===== config.mk =====
export PLATFORM = sky130hd
export DESIGN_NAME = stream_crypt
export DESIGN_NICKNAME = d
export VERILOG_FILES = /design/src/rtl/crypt_pkg.sv /design/src/rtl/stream_crypt.sv
export SDC_FILE = /design/constraint.sdc
export NUM_CORES = 1
export LEC_CHECK = 0
export ABC_AREA = 1
export CAP_MARGIN = 15
export CORE_MARGIN = 2
export CORE_UTILIZATION = 39
export DETAILED_ROUTE_END_ITERATION = 7
export PLACE_DENSITY = 0.79
export SLEW_MARGIN = 20
export SYNTH_ARGS = -nofsm -noshare
export SYNTH_HDL_FRONTEND = slang
export SYNTH_SLANG_ARGS = --single-unit
export TNS_END_PERCENT = 50

===== constraint.sdc =====
create_clock -name clk -period 3.5 [get_ports clk]
set_input_delay 0.7 -clock clk [delete_from_list [all_inputs] [get_ports clk]]
set_output_delay 0.7 -clock clk [all_outputs]
set_load 0.01 [all_outputs]

===== src/rtl/crypt_pkg.sv =====
// Shared definitions for the stream cipher engine: key/byte widths and the
// controller state encoding.
package crypt_pkg;

    localparam int KEY_W  = 32;
    localparam int BYTE_W = 8;

    typedef enum logic [2:0] {
        ST_IDLE  = 3'd0,
        ST_LOAD  = 3'd1,
        ST_READ  = 3'd2,
        ST_WRITE = 3'd3,
        ST_FIN   = 3'd4
    } crypt_state_t;

endpackage


===== src/rtl/stream_crypt.sv =====
// Stream cipher engine: XORs a message held in memory with a keystream from an
// external LFSR and writes the result to a destination region. Encryption and
// decryption are the same operation. One byte costs a READ and a WRITE cycle;
// the LFSR is seeded once per pass and stepped once per written byte.
module stream_crypt
    import crypt_pkg::*;
#(
    parameter int ADDR_W = 8,
    parameter int LEN_W  = 8
) (
    input  logic              clk,
    input  logic              rst,
    input  logic              start,
    input  logic [KEY_W-1:0]  seed,
    input  logic [LEN_W-1:0]  msgLen,
    input  logic [ADDR_W-1:0] srcBase,
    input  logic [ADDR_W-1:0] dstBase,
    output logic [ADDR_W-1:0] rdAddr,
    input  logic [BYTE_W-1:0] rdData,
    output logic              wrEn,
    output logic [ADDR_W-1:0] wrAddr,
    output logic [BYTE_W-1:0] wrData,
    output logic              lfsrLd,
    output logic [KEY_W-1:0]  lfsrLdVal,
    output logic              lfsrStep,
    input  logic [BYTE_W-1:0] psrByte,
    output logic              busy,
    output logic              done,
    output logic [LEN_W-1:0]  byteCnt
);

    crypt_state_t      state;
    crypt_state_t      state_nx;

    // Pass parameters, frozen at start so the caller may change its inputs
    // while a pass runs.
    logic [KEY_W-1:0]  seed_q;
    logic [LEN_W-1:0]  len_q;
    logic [ADDR_W-1:0] src_q;
    logic [ADDR_W-1:0] dst_q;

    // Byte index within the pass; doubles as the bytes-written count.
    logic [LEN_W-1:0]  idx;

    logic              accept;
    logic              last_byte;
    logic [ADDR_W-1:0] idx_addr;

    assign accept    = (state == ST_IDLE) && start;
    assign last_byte = (idx == (len_q - LEN_W'(1)));
    assign idx_addr  = ADDR_W'(idx);
    assign byteCnt   = idx;

    // State register; reset drops straight to IDLE so a pass in flight is
    // abandoned without a completion pulse.
    always_ff @(posedge clk or posedge rst) begin
        if (rst) begin
            state <= ST_IDLE;
        end else begin
            state <= state_nx;
        end
    end

    // Byte index: cleared by every accepted start, advanced once per write.
    always_ff @(posedge clk or posedge rst) begin
        if (rst) begin
            idx <= '0;
        end else if (accept) begin
            idx <= '0;
        end else if (state == ST_WRITE) begin
            idx <= idx + LEN_W'(1);
        end
    end

    // Capture pass parameters; every output that exposes them is gated by
    // state, so these need no reset.
    always_ff @(posedge clk) begin
        if (accept && (msgLen != '0)) begin
            seed_q <= seed;
            len_q  <= msgLen;
            src_q  <= srcBase;
            dst_q  <= dstBase;
        end
    end

    // Next-state and Moore outputs; all strobes and buses idle at zero.
    always_comb begin
        state_nx  = state;
        busy      = 1'b0;
        done      = 1'b0;
        rdAddr    = '0;
        wrEn      = 1'b0;
        wrAddr    = '0;
        wrData    = '0;
        lfsrLd    = 1'b0;
        lfsrLdVal = '0;
        lfsrStep  = 1'b0;
        case (state)
            ST_IDLE: begin
                if (start) begin
                    // An empty message skips all memory and LFSR traffic.
                    state_nx = (msgLen == '0) ? ST_FIN : ST_LOAD;
                end
            end
            ST_LOAD: begin
                busy      = 1'b1;
                lfsrLd    = 1'b1;
                lfsrLdVal = seed_q;
                state_nx  = ST_READ;
            end
            ST_READ: begin
                busy     = 1'b1;
                rdAddr   = src_q + idx_addr;
                state_nx = ST_WRITE;
            end
            ST_WRITE: begin
                // rdData here answers the address presented in READ, and the
                // LFSR still holds the state for this byte until the step
                // takes effect at the end of the cycle.
                busy     = 1'b1;
                wrEn     = 1'b1;
                wrAddr   = dst_q + idx_addr;
                wrData   = rdData ^ psrByte;
                lfsrStep = 1'b1;
                state_nx = last_byte ? ST_FIN : ST_READ;
            end
            ST_FIN: begin
                done     = 1'b1;
                state_nx = ST_IDLE;
            end
            default: begin
                state_nx = ST_IDLE;
            end
        endcase
    end

endmodule


== Word level (Yosys, flattened, before mapping) ==
Index checks and enable logic that the tools add are counted.

* Flip-flop bits (word level): 67
* Bits of input ports: 75
* Output and inout port bits: 69
* Logic and storage cells: 38

* $add $sub $neg: 4
* Equality and inequality tests: 6
* Multiplexer cells: 14
* Bitwise operators: 1
* Reductions and logical operators: 7

{| class="wikitable"
|+ Operators with widths
! kind !! count
|-
| $mux W8 || 5
|-
| $mux W32 || 1
|-
| $add A8 B8 Y8 || 2
|-
| $pmux W3 S4 || 1
|-
| $mux W3 || 3
|-
| $add A8 B1 Y8 const B || 1
|-
| $eq A8 B8 Y1 || 1
|-
| $logic_not A8 Y1 || 1
|-
| $reduce_bool A8 Y1 || 1
|-
| $sub A8 B1 Y8 const B || 1
|-
| $xor A8 B8 Y8 || 1
|-
| $eq A3 B2 Y1 const B || 2
|-
| $mux W1 || 4
|-
| $eq A3 B1 Y1 const B || 1
|-
| $eq A3 B3 Y1 const B || 1
|-
| $logic_not A3 Y1 || 1
|-
| $reduce_or A3 Y1 || 1
|-
| $logic_and A1 B1 Y1 || 2
|-
| $ne A2 B2 Y1 const B || 1
|-
| $reduce_bool A2 Y1 || 1
|}

== Longest topological paths before layout ==
Gate-level depths: netlist of run 1.

* Depth after elaboration: 4
* Gate-level depth with buffers: 13
* Gate-level depth less buffers: 13

== Worst setup path before layout of run 1 ==
OpenSTA, ideal clock, no wires.

* Path kind: register -> register
* From: register state[0]
* To: register dst_q[0] (enable)
* Setup time: 0.470 ns
* Arrival time: 3.277 ns
* Required time: 3.030 ns
* Slack: -0.247 ns
* Cell stages (with the launch flop): 6
* Path through: dfrtp_1 -> nor2_1 -> inv_1 -> nor2_1 -> nand2_1 -> nor2_1

* Longest elaborated chain between the ends: 3

{| class="wikitable"
|+ RTL lines
! item !! line !! source
|-
| from (decl) || stream_crypt.sv:32 || <nowiki>crypt_state_t state;</nowiki>
|-
| from (signal assigned) || stream_crypt.sv:60 || <nowiki>state <= state_nx;</nowiki>
|-
| $logic_not A3 Y1 || stream_crypt.sv:49 || <nowiki>assign accept = (state == ST_IDLE) && start;</nowiki>
|-
| $logic_and A1 B1 Y1 || stream_crypt.sv:49 ||
|-
| $logic_and A1 B1 Y1 || stream_crypt.sv:78 || <nowiki>if (accept && (msgLen != '0)) begin</nowiki>
|-
| to (signal assigned) || stream_crypt.sv:82 || <nowiki>dst_q <= dstBase;</nowiki>
|-
| to (decl) || stream_crypt.sv:40 || <nowiki>logic [ADDR_W-1:0] dst_q;</nowiki>
|}

No other way between the ends.
A chain may end at the register's enable or synchronous reset.

== Worst setup path after layout of run 1 ==
* From: register idx[0] (netlist: byteCnt[0])
* To: output port rdAddr[6]

* Longest elaborated chain between the ends: 2

{| class="wikitable"
|+ RTL lines
! item !! line !! source
|-
| from (decl) || stream_crypt.sv:43 || <nowiki>logic [LEN_W-1:0] idx;</nowiki>
|-
| from (signal assigned) || stream_crypt.sv:71 || <nowiki>idx <= idx + LEN_W'(1);</nowiki>
|-
| $add A8 B8 Y8 || stream_crypt.sv:113 || <nowiki>rdAddr = src_q + idx_addr;</nowiki>
|-
| $mux W8 || stream_crypt.sv:98 || <nowiki>case (state)</nowiki>
|-
| to (decl) || stream_crypt.sv:18 || <nowiki>output logic [ADDR_W-1:0] rdAddr,</nowiki>
|}

No other way between the ends.

==> results of run 1 <==
## layout make-up
| type | count | area (µm²) | share of cell area |
|---|---|---|---|
| clock buffer | 9 | 124 | 0.0232 |
| multi-input combinational | 226 | 1280 | 0.241 |
| clock inverter | 7 | 140 | 0.0263 |
| inverter | 65 | 246 | 0.0462 |
| tap | 108 | 135 | 0.0253 |
| timing repair buffer | 145 | 1450 | 0.271 |
| sequential | 67 | 1960 | 0.367 |
## metrics by stage
| stage | area, µm² | hold WS (ns) |
|---|---|---|
| final | 5330 | 0.674 |
| after global routing | 5330 | 0.707 |
| after CTS | 5330 | 0.661 |
| after detailed placement | 5070 | 0.651 |
| after global placement | 5070 | 0.601 |
| after floorplan | 3510 | 0.552 |
## what timing repair did
item                                   4_1_cts  5_1_grt
setup endpoints to repair                    0        1
resized for setup                            0        1
setup buffers                                0        0
endpoints found under the hold margin        0        0
## worst max path at each step
stage                          to  slack, ns
2_1_floorplan  dst_q[0]$_DFFE_PP_       0.69
3_3_place_gp            rdAddr[6]       0.56
3_5_place_dp            rdAddr[6]       0.51
4_1_cts                 rdAddr[6]       0.13
5_1_grt                 rdAddr[6]       0.02
6_report                rdAddr[6]       0.19
## routing by layer
| layer | part of all wire | GRT usage | vias to the layer above |
|---|---|---|---|
| met1 | 0.41 | 0.218 | 1327 |
| met4 | 0.029 | 0.0854 | 0 |
| met2 | 0.45 | 0.299 | 139 |
| met3 | 0.11 | 0.0766 | 22 |
| met5 | 0 | 0 | - |
| li1 | - | - | 1487 |
## cell usage after synthesis (2+ instances only)
cell / n
sky130_fd_sc_hd__ha_1: 16
sky130_fd_sc_hd__nor4_1: 2
sky130_fd_sc_hd__xor2_1: 6
sky130_fd_sc_hd__dfrtp_1: 11
sky130_fd_sc_hd__o21ai_1: 2
sky130_fd_sc_hd__o21ai_0: 11
sky130_fd_sc_hd__nand3_1: 19
sky130_fd_sc_hd__clkbuf_1: 4
sky130_fd_sc_hd__nor2_4: 3
sky130_fd_sc_hd__xnor2_1: 12
sky130_fd_sc_hd__edfxtp_1: 56
sky130_fd_sc_hd__nand2_1: 46
sky130_fd_sc_hd__inv_1: 64
sky130_fd_sc_hd__nor2_1: 64
sky130_fd_sc_hd__fa_1: 2
sky130_fd_sc_hd__a21oi_1: 26
sky130_fd_sc_hd__nand4_1: 7
sky130_fd_sc_hd__o21a_1: 2
## flip-flops by register name, indices dropped and copies added (netlist names)
signal and cells:
seed_q 32, byteCnt 8, dst_q 8, len_q 8, src_q 8, state 3
## worst min-delay path, cell delays in order, from the launching register on
cell	delay [ns]
sky130_fd_sc_hd__dfrtp_1	0.40
sky130_fd_sc_hd__nor2_1	0.10
sky130_fd_sc_hd__nand2_1	0.08
sky130_fd_sc_hd__a21oi_1	0.06
## cells by family (layout without fill, tap and decap cells)
kind of cell | count (synthesis) | count (layout)
buffers and inverters | 71 | 226
flip-flops | 67 | 67
adder cells (fa/ha/maj) | 18 | 18
AO/OA/AOI/OAI | 42 | 42
XOR/XNOR | 18 | 18
AND/OR/NAND/NOR | 148 | 148
## report_power, final
part | internal [mW] | switching [mW] | leakage, nW
Sequential | 0.925 | 0.132 | 0.635
Combinational | 0.716 | 0.696 | 1.46
Clock | 0.544 | 0.300 | 0.127
==> impl_metrics.toml, run 1 <==
[timing]
timing.setup.tns_ns = 0
setup_viol_count_final = 0
slew_violations = 0
max_clock_freq_mhz = 302
setup_repair_after_global_routing_missed_its_margin = "no"
max_slew.worst_pin.slew_ns = 0.900
max_slew_margin = 0.400
timing_hold_violations_final = 0
final_min_period_over_clock_period = 0.946
finalWorstSetupSlack_ns = 0.187
period_minus_slack_ns = 3.31
skew_ns = 0.00554

[setup_path]
setup.worst_path.end_class = "primary output"
critPathBufInv = 1
critical_path_peak_fanout = 6
r2r_setup_slack_ns = 1.47
cp_slowest_stage_delay_ns = 0.54
worstPathCellList = "ha_1 > fa_1 > nand3_1 > nand3_1 > nand2_1 > nand2_1 > a21oi_1 > xor2_1 > nor2_1 > clkdlybuf4s50_1"
critPathTopFamily = "adder cells"
r2r_start = "state[0]$_DFFE_PP0P_"
critical_path.slowest_cell = "sky130_fd_sc_hd__clkdlybuf4s50_1"
r2r-end = "len_q[1]$_DFFE_PP_"
timing.critical_path.from_type = "flip-flop"
crit_start = "byteCnt[0]$_DFFE_PP0P_"
data_required_critical_path_ns = 2.80
worst_ep_arrival_time_ns = 2.61
number_of_cells_on_the_critical_path = 10
worst-setup-path-type = "flip-flop to primary output"
worst_r2r_path_depth = 6

[clock_network]
post_cts_hold_buffer_count = 0
max-clock-path-buffers = 2
clock-sinks = 67
root_buffer = "sky130_fd_sc_hd__clkbuf_8"
h_tree_levels = 3
cts_tree = "built"
clock_insertion_delay_worst_skew_ns = 0.34
clk_pin_slew_ns = 0.07
number_of_buffers_created_by_cts = 9

[routing]
ant_nets = 0
average_routed_wire_per_standard_cell_um = 13.9
wl_um = 8690
post_drt_via_cell_ratio = 4.74
detailedRoute.firstIterationViolations = 116
drt_pre_antenna_iters = 4
routed-via-count = 2975
drc = 0

[worst_hold_path]
holdPathStages = 3
hp-start = "state[0]$_DFFE_PP0P_"
min-delay-path-class = "flip-flop to flip-flop"
min_to = "state[2]$_DFFE_PP0P_"

[global_routing]
grt_antenna_before_repair = 0
grt_max_degree = 33
aggregate_global_route_resource_usage = 0.186
grt_remaining_overflow = 0
grt_pass1_wl_um = 14200
first_global_vias = 3058

[yosys]
post_synth_fa_ha_maj_area_fraction = 0.0685
postSynthAreaPerCell_um2 = 9.63
synth_edf_count = 56
yosysSeqAreaShare = 0.558
post-synth-top-area-fraction = 0.479
synth_top_cells_by_area = "sky130_fd_sc_hd__edfxtp_1 (48%), sky130_fd_sc_hd__dfrtp_1 (7.8%), sky130_fd_sc_hd__inv_1 (6.8%), sky130_fd_sc_hd__nor2_1 (6.8%), sky130_fd_sc_hd__ha_1 (5.7%)"
yosys_reg_bits = 67
muxShareOfSynthArea = 0
async_flop_share = 0.164
postSynthCellCount = 364
synthesis.area_mm2 = 0.00351
synth_simple_gate_area_share = 0.189
synth_top_family_by_area = "simple AND/OR/NAND/NOR gates"
synth_xor_area_frac = 0.0450
post_synthesis_compound_gate_area_fraction = 0.0617
synth.yosys.warnings = 0
synth.net_count = 457
synth_largest_area_cell = "sky130_fd_sc_hd__edfxtp_1"
synthFlopType = "sky130_fd_sc_hd__edfxtp_1"
ys_types = 29

[final_layout]
leading_cell_types_in_the_layout_fill_and_taps_excluded = "sky130_fd_sc_hd__clkdlybuf4s50_1 (143), sky130_fd_sc_hd__inv_1 (64), sky130_fd_sc_hd__nor2_1 (63)"
area_growth_syn_to_layout_pct = 52.1
layout.cells.non_filler = 627
final_common_cell = "sky130_fd_sc_hd__clkdlybuf4s50_1"
antennaDiodeCount = 0
finalCoreUtilization = 0.612
drive_gt1_frac = 0.0520
layout.filler_cells = 723
design.final.nets = 607

[run]
cap_violations = 0

[power]
power.static_leakage_nw = 2.22
report.power.total_mw = 3.31
ir_worst_vdd_uv = 282
pwr_density_cell_mw_per_mm2 = 621

[floorplanning]
die_h_um = 98.8
design.die.area_mm2 = 0.00977
die_w_um = 98.8
floorplan.initialDensity = 0.402
core-area_mm2 = 0.00872
io_pins = 144
row_count = 34

[placement]
buffer_ports.inserted = 143
place.gp.congestion = 0.792
post-place-cells = 611
place_hpwl_um = 6640
dp_slack_ns = 0.511

[status]
status = "finished, final reports clean"
No activity file was read; power rests on OpenSTA's default activity.
==> inputs of run 2 (changes only) <==
- CORE_ASPECT_RATIO: not set -> 1.1
- SKIP_CTS_REPAIR_TIMING: not set -> 1
==> impl_metrics.toml, run 2 (synthesized netlist as in run 1, its figures left out) <==
[status]
status = "finished, final reports clean"

[clock_network]
h_tree_levels = 3
root_buffer = "sky130_fd_sc_hd__clkbuf_8"
clock_insertion_delay_worst_skew_ns = 0.35
clk_pin_slew_ns = 0.07
clock-sinks = 67
max-clock-path-buffers = 2
number_of_buffers_created_by_cts = 9
cts_tree = "built"

[power]
power.static_leakage_nw = 2.20
ir_worst_vdd_uv = 300
report.power.total_mw = 2.99
pwr_density_cell_mw_per_mm2 = 571

[setup_path]
worstPathCellList = "ha_1 > a21oi_1 > nand2_1 > nand2_1 > nand2_1 > a21oi_1 > xor2_1 > nor2_1 > clkdlybuf4s50_1"
setup.worst_path.end_class = "primary output"
data_required_critical_path_ns = 2.80
critPathTopFamily = "buffers and inverters"
worst_ep_arrival_time_ns = 2.48
worst-setup-path-type = "flip-flop to primary output"
critical_path_peak_fanout = 6
timing.critical_path.from_type = "flip-flop"
critPathBufInv = 1
worst_r2r_path_depth = 6
cp_slowest_stage_delay_ns = 0.54
critical_path.slowest_cell = "sky130_fd_sc_hd__clkdlybuf4s50_1"
number_of_cells_on_the_critical_path = 9
cpMostUsedCell = "sky130_fd_sc_hd__nand2_1"

[global_routing]
first_global_vias = 3000
grt_remaining_overflow = 0
grt_antenna_before_repair = 0
aggregate_global_route_resource_usage = 0.185
grt_pass1_wl_um = 13600
grt_max_degree = 40

[placement]
dp_slack_ns = 0.501
buffer_ports.inserted = 143
place_hpwl_um = 6760
place.gp.congestion = 0.840

[timing]
timing_hold_violations_final = 0
final_min_period_over_clock_period = 0.908
period_minus_slack_ns = 3.18
max_clock_freq_mhz = 315
max_slew.worst_pin.slew_ns = 0.935
timing.setup.tns_ns = 0
max_slew_margin = 0.376
skew_ns = 0.0121
setup_viol_count_final = 0
setup_repair_after_global_routing_missed_its_margin = "no"
finalWorstSetupSlack_ns = 0.323
slew_violations = 0

[final_layout]
finalCoreUtilization = 0.596
largest_register_ff_count = 32
antennaDiodeCount = 0
leading_cell_types_in_the_layout_fill_and_taps_excluded = "sky130_fd_sc_hd__clkdlybuf4s50_1 (141), sky130_fd_sc_hd__inv_1 (64), sky130_fd_sc_hd__nor2_1 (63)"
final_common_cell = "sky130_fd_sc_hd__clkdlybuf4s50_1"
layout.filler_cells = 749
top_register = "seed_q"
area_growth_syn_to_layout_pct = 49.3
design.final.nets = 607
drive_gt1_frac = 0.0443

[floorplanning]
floorplan.initialDensity = 0.399
core-area_mm2 = 0.00878
design.die.area_mm2 = 0.00977
io_pins = 144
die_h_um = 103
die_w_um = 94.4
row_count = 36

[worst_hold_path]
min-delay-path-class = "flip-flop to flip-flop"
holdPathStages = 3

[routing]
post_drt_via_cell_ratio = 4.77
drc = 0
wl_um = 8850
drt_pre_antenna_iters = 4
ant_nets = 0
routed-via-count = 3018
average_routed_wire_per_standard_cell_um = 14.0
detailedRoute.firstIterationViolations = 165

[run]
cap_violations = 0
==> run 2: path summary, 6_finish.rpt <==
kind,start,end,slack [ns]
worst max-delay path,byteCnt[2]$_DFFE_PP0P_,rdAddr[5],0.32
worst min-delay path,state[0]$_DFFE_PP0P_,state[2]$_DFFE_PP0P_,0.62
worst max register to register,state[1]$_DFFE_PP0P_,len_q[3]$_DFFE_PP_,1.44
worst min register to register,state[0]$_DFFE_PP0P_,state[2]$_DFFE_PP0P_,0.62
max in group asynchronous,rst,byteCnt[0]$_DFFE_PP0P_,2.53
min in group asynchronous,rst,state[1]$_DFFE_PP0P_,0.64
==> run 2: routing by layer <==
layer / track usage / part of all wire
met4: 0.0925 / 0.023
met2: 0.314 / 0.48
met1: 0.200 / 0.38
met3: 0.0768 / 0.11
met5: 0 / 0
==> run 2: worst min-delay path, cell delays in order (launching register included) <==
cell and delay [ns]:
sky130_fd_sc_hd__dfrtp_1 0.38, sky130_fd_sc_hd__nor2_1 0.08, sky130_fd_sc_hd__nand2_1 0.07, sky130_fd_sc_hd__a21oi_1 0.06
==> run 2: through the flow <==
stage	hold WS [ns]	instances	cell area, µm²
detailed placement	0.614	617	5080
finish	0.623	633	5240
CTS	0.624	633	5230
global route	0.662	633	5240
floorplan	0.552	364	3510
global placement	0.601	617	5080
==> run 2: layout make-up <==
cell class	instances	area (µm²)	share of cell area
flip-flops and latches	67	1960	0.374
repair buffers	145	1450	0.277
multi-input cells	226	1280	0.245
inverters	65	246	0.0471
well taps	114	143	0.0272
clock buffers	12	135	0.0258
clock inverters	4	17.5	0.00335
==> run 2: power breakdown <==
| part | leakage (nW) | switching, mW | internal (mW) |
|---|---|---|---|
| Clock | 0.0792 | 0.275 | 0.250 |
| Sequential | 0.635 | 0.127 | 0.925 |
| Combinational | 1.48 | 0.697 | 0.712 |
| Total | 2.20 | 1.10 | 1.89 |
